--- config.mk ---
export PLATFORM = sky130hd
export DESIGN_NAME = lsu_dmem_master
export DESIGN_NICKNAME = d
export VERILOG_FILES = /design/src/rtl/lsu_dmem_master.sv
export SDC_FILE = /design/constraint.sdc
export NUM_CORES = 1
export LEC_CHECK = 0
export ABC_AREA = 1
export CAP_MARGIN = 40
export CORE_ASPECT_RATIO = 1.2
export CORE_UTILIZATION = 35
export DETAILED_ROUTE_END_ITERATION = 8
export PLACE_DENSITY = 0.69
export RECOVER_POWER = 25
export SLEW_MARGIN = 5
export SYNTH_ARGS = -nofsm -noshare
export SYNTH_HDL_FRONTEND = slang
export SYNTH_SLANG_ARGS = --single-unit
--- constraint.sdc ---
create_clock -name clk -period 7.4 [get_ports clk]
set_input_delay 1.48 -clock clk [delete_from_list [all_inputs] [get_ports clk]]
set_output_delay 1.48 -clock clk [all_outputs]
set_load 0.02 [all_outputs]
--- src/rtl/lsu_dmem_master.sv ---
// lsu_dmem_master
//
// Load/store initiator between the execute stage and a word-wide data memory.
// It takes one load/store request at a time and drives the memory port.
// Loads get byte/halfword lane extraction and sign/zero extension.
// Sub-word stores (SB/SH) are done as a read-modify-write of the containing word.
// Misaligned, out-of-range and illegal requests are answered with an error.
// Such requests never touch memory.
//
// Ports
//   clk, rst              clock (rising edge), asynchronous active-high reset
//   req_valid/req_ready   request handshake; ready only while idle
//   req_we, req_funct3    store/load select and RISC-V size/sign code
//   req_addr, req_wdata   byte address and right-aligned store data
//   resp_valid            one-cycle completion pulse
//   resp_rdata, resp_err  extended load data (0 for stores/errors), error flag
//   MemRead, MemWrite     memory enables (never both high)
//   address, write_data   word index and write word to memory
//   read_data             combinational memory read data

module lsu_dmem_master #(
    parameter int DEPTH_WORDS = 256,
    parameter int XLEN        = 32
) (
    input  logic            clk,
    input  logic            rst,
    input  logic            req_valid,
    output logic            req_ready,
    input  logic            req_we,
    input  logic [2:0]      req_funct3,
    input  logic [XLEN-1:0] req_addr,
    input  logic [XLEN-1:0] req_wdata,
    output logic            resp_valid,
    output logic [XLEN-1:0] resp_rdata,
    output logic            resp_err,
    output logic            MemRead,
    output logic            MemWrite,
    output logic [XLEN-1:0] address,
    output logic [XLEN-1:0] write_data,
    input  logic [XLEN-1:0] read_data
);

    localparam logic [2:0] S_IDLE   = 3'd0;
    localparam logic [2:0] S_LOAD   = 3'd1;
    localparam logic [2:0] S_WRITE  = 3'd2;
    localparam logic [2:0] S_RMW_RD = 3'd3;
    localparam logic [2:0] S_RMW_WR = 3'd4;
    localparam logic [2:0] S_ERR    = 3'd5;
    localparam logic [2:0] S_RESP   = 3'd6;

    localparam logic [XLEN-3:0] WORD_LIMIT = (XLEN-2)'(DEPTH_WORDS);

    logic [2:0]      state_q, state_d;
    logic [XLEN-1:0] addr_q;
    logic [XLEN-1:0] wdata_q;
    logic [XLEN-1:0] merge_q;
    logic [XLEN-1:0] rdata_q;
    logic [2:0]      funct3_q;
    logic            we_q;
    logic            err_q;
    logic            accept;

    // A request is bad if its code is illegal for the direction,
    // if it is misaligned for its size, or if it lies beyond the memory.
    // funct3[1:0] gives the size for every legal code (00 byte, 01 half, 10 word).
    function automatic logic isBad(input logic we, input logic [2:0] f3,
                                   input logic [XLEN-1:0] a);
        logic illegal;
        logic mis;
        logic oor;
        case (f3)
            3'b000, 3'b001, 3'b010: illegal = 1'b0;
            3'b100, 3'b101:         illegal = we;
            default:                illegal = 1'b1;
        endcase
        mis = ((f3[1:0] == 2'b01) && a[0]) ||
              ((f3[1:0] == 2'b10) && (a[1:0] != 2'b00));
        oor = (a[XLEN-1:2] >= WORD_LIMIT);
        return illegal || mis || oor;
    endfunction

    // Pick the addressed lane out of the word and extend it according to funct3.
    function automatic logic [XLEN-1:0] loadExtend(input logic [XLEN-1:0] word,
                                                   input logic [2:0] f3,
                                                   input logic [1:0] off);
        logic [7:0]      b;
        logic [15:0]     h;
        logic [XLEN-1:0] r;
        b = word[{off, 3'b000} +: 8];
        h = word[{off[1], 4'b0000} +: 16];
        case (f3)
            3'b000:  r = {{(XLEN-8){b[7]}}, b};
            3'b001:  r = {{(XLEN-16){h[15]}}, h};
            3'b010:  r = word;
            3'b100:  r = {{(XLEN-8){1'b0}}, b};
            3'b101:  r = {{(XLEN-16){1'b0}}, h};
            default: r = '0;
        endcase
        return r;
    endfunction

    // Replace only the target byte/halfword lane of the fetched word with store data.
    function automatic logic [XLEN-1:0] storeMerge(input logic [XLEN-1:0] word,
                                                   input logic [XLEN-1:0] wd,
                                                   input logic [2:0] f3,
                                                   input logic [1:0] off);
        logic [XLEN-1:0] r;
        r = word;
        if (f3[1:0] == 2'b00) begin
            r[{off, 3'b000} +: 8] = wd[7:0];
        end else begin
            r[{off[1], 4'b0000} +: 16] = wd[15:0];
        end
        return r;
    endfunction

    assign req_ready = (state_q == S_IDLE);
    assign accept    = req_valid && req_ready;

    // Next-state selection; the request is classified only at the accept edge.
    always_comb begin
        state_d = state_q;
        case (state_q)
            S_IDLE: begin
                if (accept) begin
                    if (isBad(req_we, req_funct3, req_addr)) begin
                        state_d = S_ERR;
                    end else if (!req_we) begin
                        state_d = S_LOAD;
                    end else if (req_funct3[1:0] == 2'b10) begin
                        state_d = S_WRITE;
                    end else begin
                        state_d = S_RMW_RD;
                    end
                end
            end
            S_LOAD:   state_d = S_RESP;
            S_WRITE:  state_d = S_RESP;
            S_RMW_RD: state_d = S_RMW_WR;
            S_RMW_WR: state_d = S_RESP;
            S_ERR:    state_d = S_RESP;
            S_RESP:   state_d = S_IDLE;
            default:  state_d = S_IDLE;
        endcase
    end

    // State plus latched request. The result and error flag are cleared on accept.
    // They then hold their value until the next request, so they are stable
    // during the response cycle.
    always_ff @(posedge clk or posedge rst) begin
        if (rst) begin
            state_q  <= S_IDLE;
            addr_q   <= '0;
            wdata_q  <= '0;
            merge_q  <= '0;
            rdata_q  <= '0;
            funct3_q <= '0;
            we_q     <= 1'b0;
            err_q    <= 1'b0;
        end else begin
            state_q <= state_d;
            if (accept) begin
                addr_q   <= req_addr;
                wdata_q  <= req_wdata;
                funct3_q <= req_funct3;
                we_q     <= req_we;
                rdata_q  <= '0;
                err_q    <= 1'b0;
            end
            if (state_q == S_LOAD) begin
                rdata_q <= loadExtend(read_data, funct3_q, addr_q[1:0]);
            end
            if (state_q == S_RMW_RD) begin
                merge_q <= read_data;
            end
            if (state_q == S_ERR) begin
                err_q <= 1'b1;
            end
        end
    end

    // Memory-side outputs come from state and latched registers only.
    // This keeps req_* off any path to the memory port.
    always_comb begin
        MemRead    = (state_q == S_LOAD) || (state_q == S_RMW_RD);
        MemWrite   = ((state_q == S_WRITE) || (state_q == S_RMW_WR)) && we_q;
        address    = {2'b00, addr_q[XLEN-1:2]};
        write_data = '0;
        if (state_q == S_WRITE) begin
            write_data = wdata_q;
        end else if (state_q == S_RMW_WR) begin
            write_data = storeMerge(merge_q, wdata_q, funct3_q, addr_q[1:0]);
        end
    end

    assign resp_valid = (state_q == S_RESP);
    assign resp_rdata = rdata_q;
    assign resp_err   = err_q;

endmodule
Yosys cells after proc, flatten, opt, wreduce, memory -nomap -nowiden. Index checks and enable logic that the tools add are counted. Widths: inputs -> output; s select.

Logic and storage cells: 71. Flip-flop bits (word level): 136.

Add/sub/neg operators: 2. Shift operators: 6. Order comparisons: 1. Reductions and logical operators: 19. Mux-type cells: 18. Equality and inequality tests: 17.

Operators with widths (count): $mux 32 (5); $pmux 32 s5 (1); $bwmux 32 (2); $shift 16x7->32 const A (1); $shift 8x7->32 const A (1); $shiftx 16x7->32 (1); $shiftx 32x6->16 (1); $shiftx 32x6->8 (1); $shiftx 8x7->32 (1); $ge 30x9->1 const B (1); $eq 3x3->1 const B (7); $neg 5->7 (2); $eq 3x2->1 const B (4); $eq 3x1->1 const B (3); $logic_not 3->1 (3); $pmux 3 s3 (1); $mux 3 (2); $reduce_bool 2->1 (3); $logic_or 1x1->1 (5); $mux 1 (5); $logic_and 1x1->1 (4); $reduce_or 4->1 (1); $reduce_or 3->1 (1); $eq 2x1->1 const B (1); other kinds (6) (6).

Longest topological paths before layout.
Word-level depth: 10. Depth in mapped cells: 10. Gate-level depth less buffers: 8.

Worst setup path before layout. Ideal clock, no wire load.

Kind: flip-flop to output port. From: register addr_q[1]. To: output write_data[13]. Cell stages (with the launch flop): 11. Path slack: 4050 ps. Buffers on the path: 3. Data arrival time: 1870 ps. Cells stage by stage: dfrtp_1 > inv_1 > buf_2 > ha_1 > buf_2 > inv_1 > buf_2 > nand3_1 > o221ai_1 > nand3_1 > o21ai_0.

Cells in the longest elaborated chain, start to end: 6. Elaborated cells between the ends (all ways): 11. Classes of those cells: add/sub: 2; shift: 4; mux: 5.

Ends and longest elaborated chain: start: declaration (RTL line 54) `logic [XLEN-1:0] addr_q;`; start signal: assignment (RTL line 163) `addr_q <= req_addr;`; $neg 5->7 (on tied branches) (RTL line 112, 110); $shiftx 16x7->32, or another cell as far along (RTL line 112) `r[{off[1], 4'b0000} +: 16] = wd[15:0];`; $bwmux 32 (on tied branches) (RTL line 112, 110); $mux 32 * (RTL line 109) `if (f3[1:0] == 2'b00) begin`; $mux 32 * (RTL line 191) `end else if (state_q == S_RMW_WR) begin`; $mux 32 * (RTL line 189) `if (state_q == S_WRITE) begin`; end: declaration (RTL line 39) `output logic [XLEN-1:0] write_data,`.

Mark *: on every way between the ends. The rest lies on a longest branch, timed or not.

Final worst setup path.
From: register addr_q[1]. To: output write_data[8].

The elaborated chain is that of the path after synthesis.

==> run metrics <==
routed len/inst=16.0 um; # rows=58; initial antenna violation count=3; critical path class=reg2out; register bit total from synthesis=136; Mapped Area=7600 um2; CP max-delay cell=clkdlybuf4s50_1; Top Metal Used=met4; vias in the first global route=7023; worst slew pin tran=3320 ps; Worst EP arrival=3910 ps; setup ws final=2010 ps; Clock Path Buffers=2; Clock Latency Late Sink=430 ps; failing checks=capacitance limit, slew limit; sequential area share after synthesis=44.8%; cells after synthesis=1028; max incr delay on CP=640 ps; CTS tree=built; Setup Skew=9.21 ps; Placed Area=9550 um2; met2 routed WL=11800 um; met1 wire length=9080 um; final instance area=10100 um2; Routed Antenna Nets=0; CTS root buffer=clkbuf_16; maximum number of pins on one net before global-route repair=89; # IOs=204; P_leak=0.00486 uW; Setup-failing EPs final=0; peak supply drop=0.000249 V; Post-CTS Setup Repair Bufs=0; Via-to-Cell Ratio=5.00; DR WL met3=1490 um; Resized cells post-CTS=0; RSZ-0062 raised after global routing=false; crit-path cells=buf_4, inv_1, ha_1, inv_1, nand3_1, o221ai_1, nand3_1, o21ai_0, clkdlybuf4s50_1; gpl congestion=0.892; crit-path max FO=88; min-delay worst type=reg2reg; Clock Sinks=136; Hold Slack=474 ps; via count=7261; fin. max-slew vios=76; hold endpoint=wdata_q[16]; first-pass GRT wire length=36600 um; number of synthesis warnings=0; worst slack, placed=2590 ps; Net count, final=1275; Congestion Overflow GR=0; Inserted Clock Buffers=17; top cell type's share of synthesized area=44.8%; Die Width=137 um; Hold Path Origin=wdata_q[16]; Synth Flop Type=dfrtp_1; Die ar.=22300 um2; share of layout cells above drive strength 1=5.34%; DRT iter0 DRCs=600; CP Launch Type=flop; fill count=2059; Tmin final=5390 ps; status=finished, violations left; GR Util All Layers=21.5%; Post-synth EDFFs=0; htree depth=4; number of buffers and inverters on the critical path=4; power density cells=477 nW/um2; FMAX=185 MHz; Critical Path RT=5920 ps; Distinct cells, synth=31; Routed WL=23200 um; FFs w/ async S/R, synth=100%; TritonRoute pass-1 iters=5; clock transition at the registers of the reported paths=70 ps; Die Height=163 um; Max transition margin=-123%; Starting Density=36.0%; Hold Path Depth=2; FF-to-FF setup slack=4860 ps; reg2reg end=resp_rdata[28]; Port-buffer cells=201; Area Overhead vs Synth=33.4%; Avg Synthesized Cell Area=7.39 um2; HPWL Detailed=17200 um; hold_buf cts=0; Final Cycle Share=72.9%; setup tns final=0 ps; R2R depth=9; CP top delay family=buffers and inverters; CP endpoint kind=primary output; Residual DRC=0; most common cell in the synthesized netlist=nand2_1; total of max-cap violations=1; Synth area leader=dfrtp_1; top cells by count, synth=nand2_1 (355), dfrtp_1 (136), o21ai_0 (118), inv_1 (104), a21oi_1 (63); Core ar.=21100 um2; RR Startpoint=addr_q[1]; Synth area leaders=dfrtp_1 (45%), nand2_1 (18%), o21ai_0 (7.8%); Hold Vio Cnt, Final=0
-- worst reg2reg max path, cell delays in order, from the launching register on --
cell and delay (ps):
dfrtp_2 340, buf_4 600, inv_1 420, nand2_1 220
nand4_1 220, nor2_4 360, a21oi_1 110, nand2_1 80
nand2_1 60, nand2_1 60
-- logic make-up after synthesis --
kind of cell	Yosys count	share of synthesized area, %
simple gates	440	23.1
buf+inv	200	12.3
other cells	1	0.0493
flops	136	44.8
compound gates	240	18.0
mux	6	0.889
fa+ha+maj	5	0.823
-- metal layers --
layer  up-vias  global-route usage (%)
met3        60                    5.40
met2       256                    36.6
met5         -                       0
met1      3362                    25.1
met4         0                    10.2
li1       3583                       -
-- area by class of cell --
cell class,count,area [um2],area share (%)
Antenna cell,3,7.51,0.0741
Clock buffer,17,425,4.20
Clock inverter,15,156,1.54
Inverter,108,407,4.01
Multi-Input combinational cell,693,3270,32.3
Sequential cell,136,3400,33.6
Tap cell,270,338,3.33
Timing Repair Buffer,211,2130,21.0
-- power by group --
part | internal (uW) | switching (uW) | total (uW) | leakage [uW]
clock network | 476 | 371 | 848 | 0.000278
logic | 1070 | 1560 | 2630 | 0.00290
registers | 1090 | 263 | 1350 | 0.00169
-- how the worst max path moves through the flow --
stage | slack [ps] | cells past startpoint | end | from
final | 2010 | 9 | write_data[8] | addr_q[1]
after floorplan | 2280 | 1 | addr_q[0] | rst
after CTS | 2130 | 9 | write_data[15] | addr_q[1]
after detailed placement | 2590 | 9 | write_data[15] | addr_q[1]
after global routing | 1720 | 9 | write_data[9] | addr_q[1]
after global placement | 2620 | 9 | write_data[15] | addr_q[1]
-- stage by stage --
stage / cells / utilization [%] / total power [uW]
2_1_floorplan: 1029 / - / 3010
3_3_place_gp: 1415 / 44.9 / 3920
3_5_place_dp: 1418 / 45.2 / 3990
4_1_cts: 1450 / 48.0 / 4850
5_1_grt: 1453 / 48.0 / 5180
6_report: 1453 / 48.0 / 4830
-- state kept, by name (all words and copies together), names as in the netlist --
register / count
merge_q: 32
addr_q: 32
funct3_q: 3
resp_rdata: 32
state_q: 3
we_q: 1
wdata_q: 32
resp_err: 1
-- placed cells by master, fill, tap and decap left out, drive strengths merged --
cell type,count
nand2,356
clkdlybuf4s50,173
dfrtp,136
o21ai,125
inv,117
a21oi,64
nand3,52
dlygate4sd3,28
o221ai,26
nor2,26
clkbuf,17
o211ai,13
buf,10
o22ai,9
mux2,6
ha,5
nor3,4
clkinvlp,4
diode,3
nand4,2
conb,2
a21boi,1
a22o,1
o21bai,1
bufinv,1
clkinv,1
(Power assumes the default switching activity.)
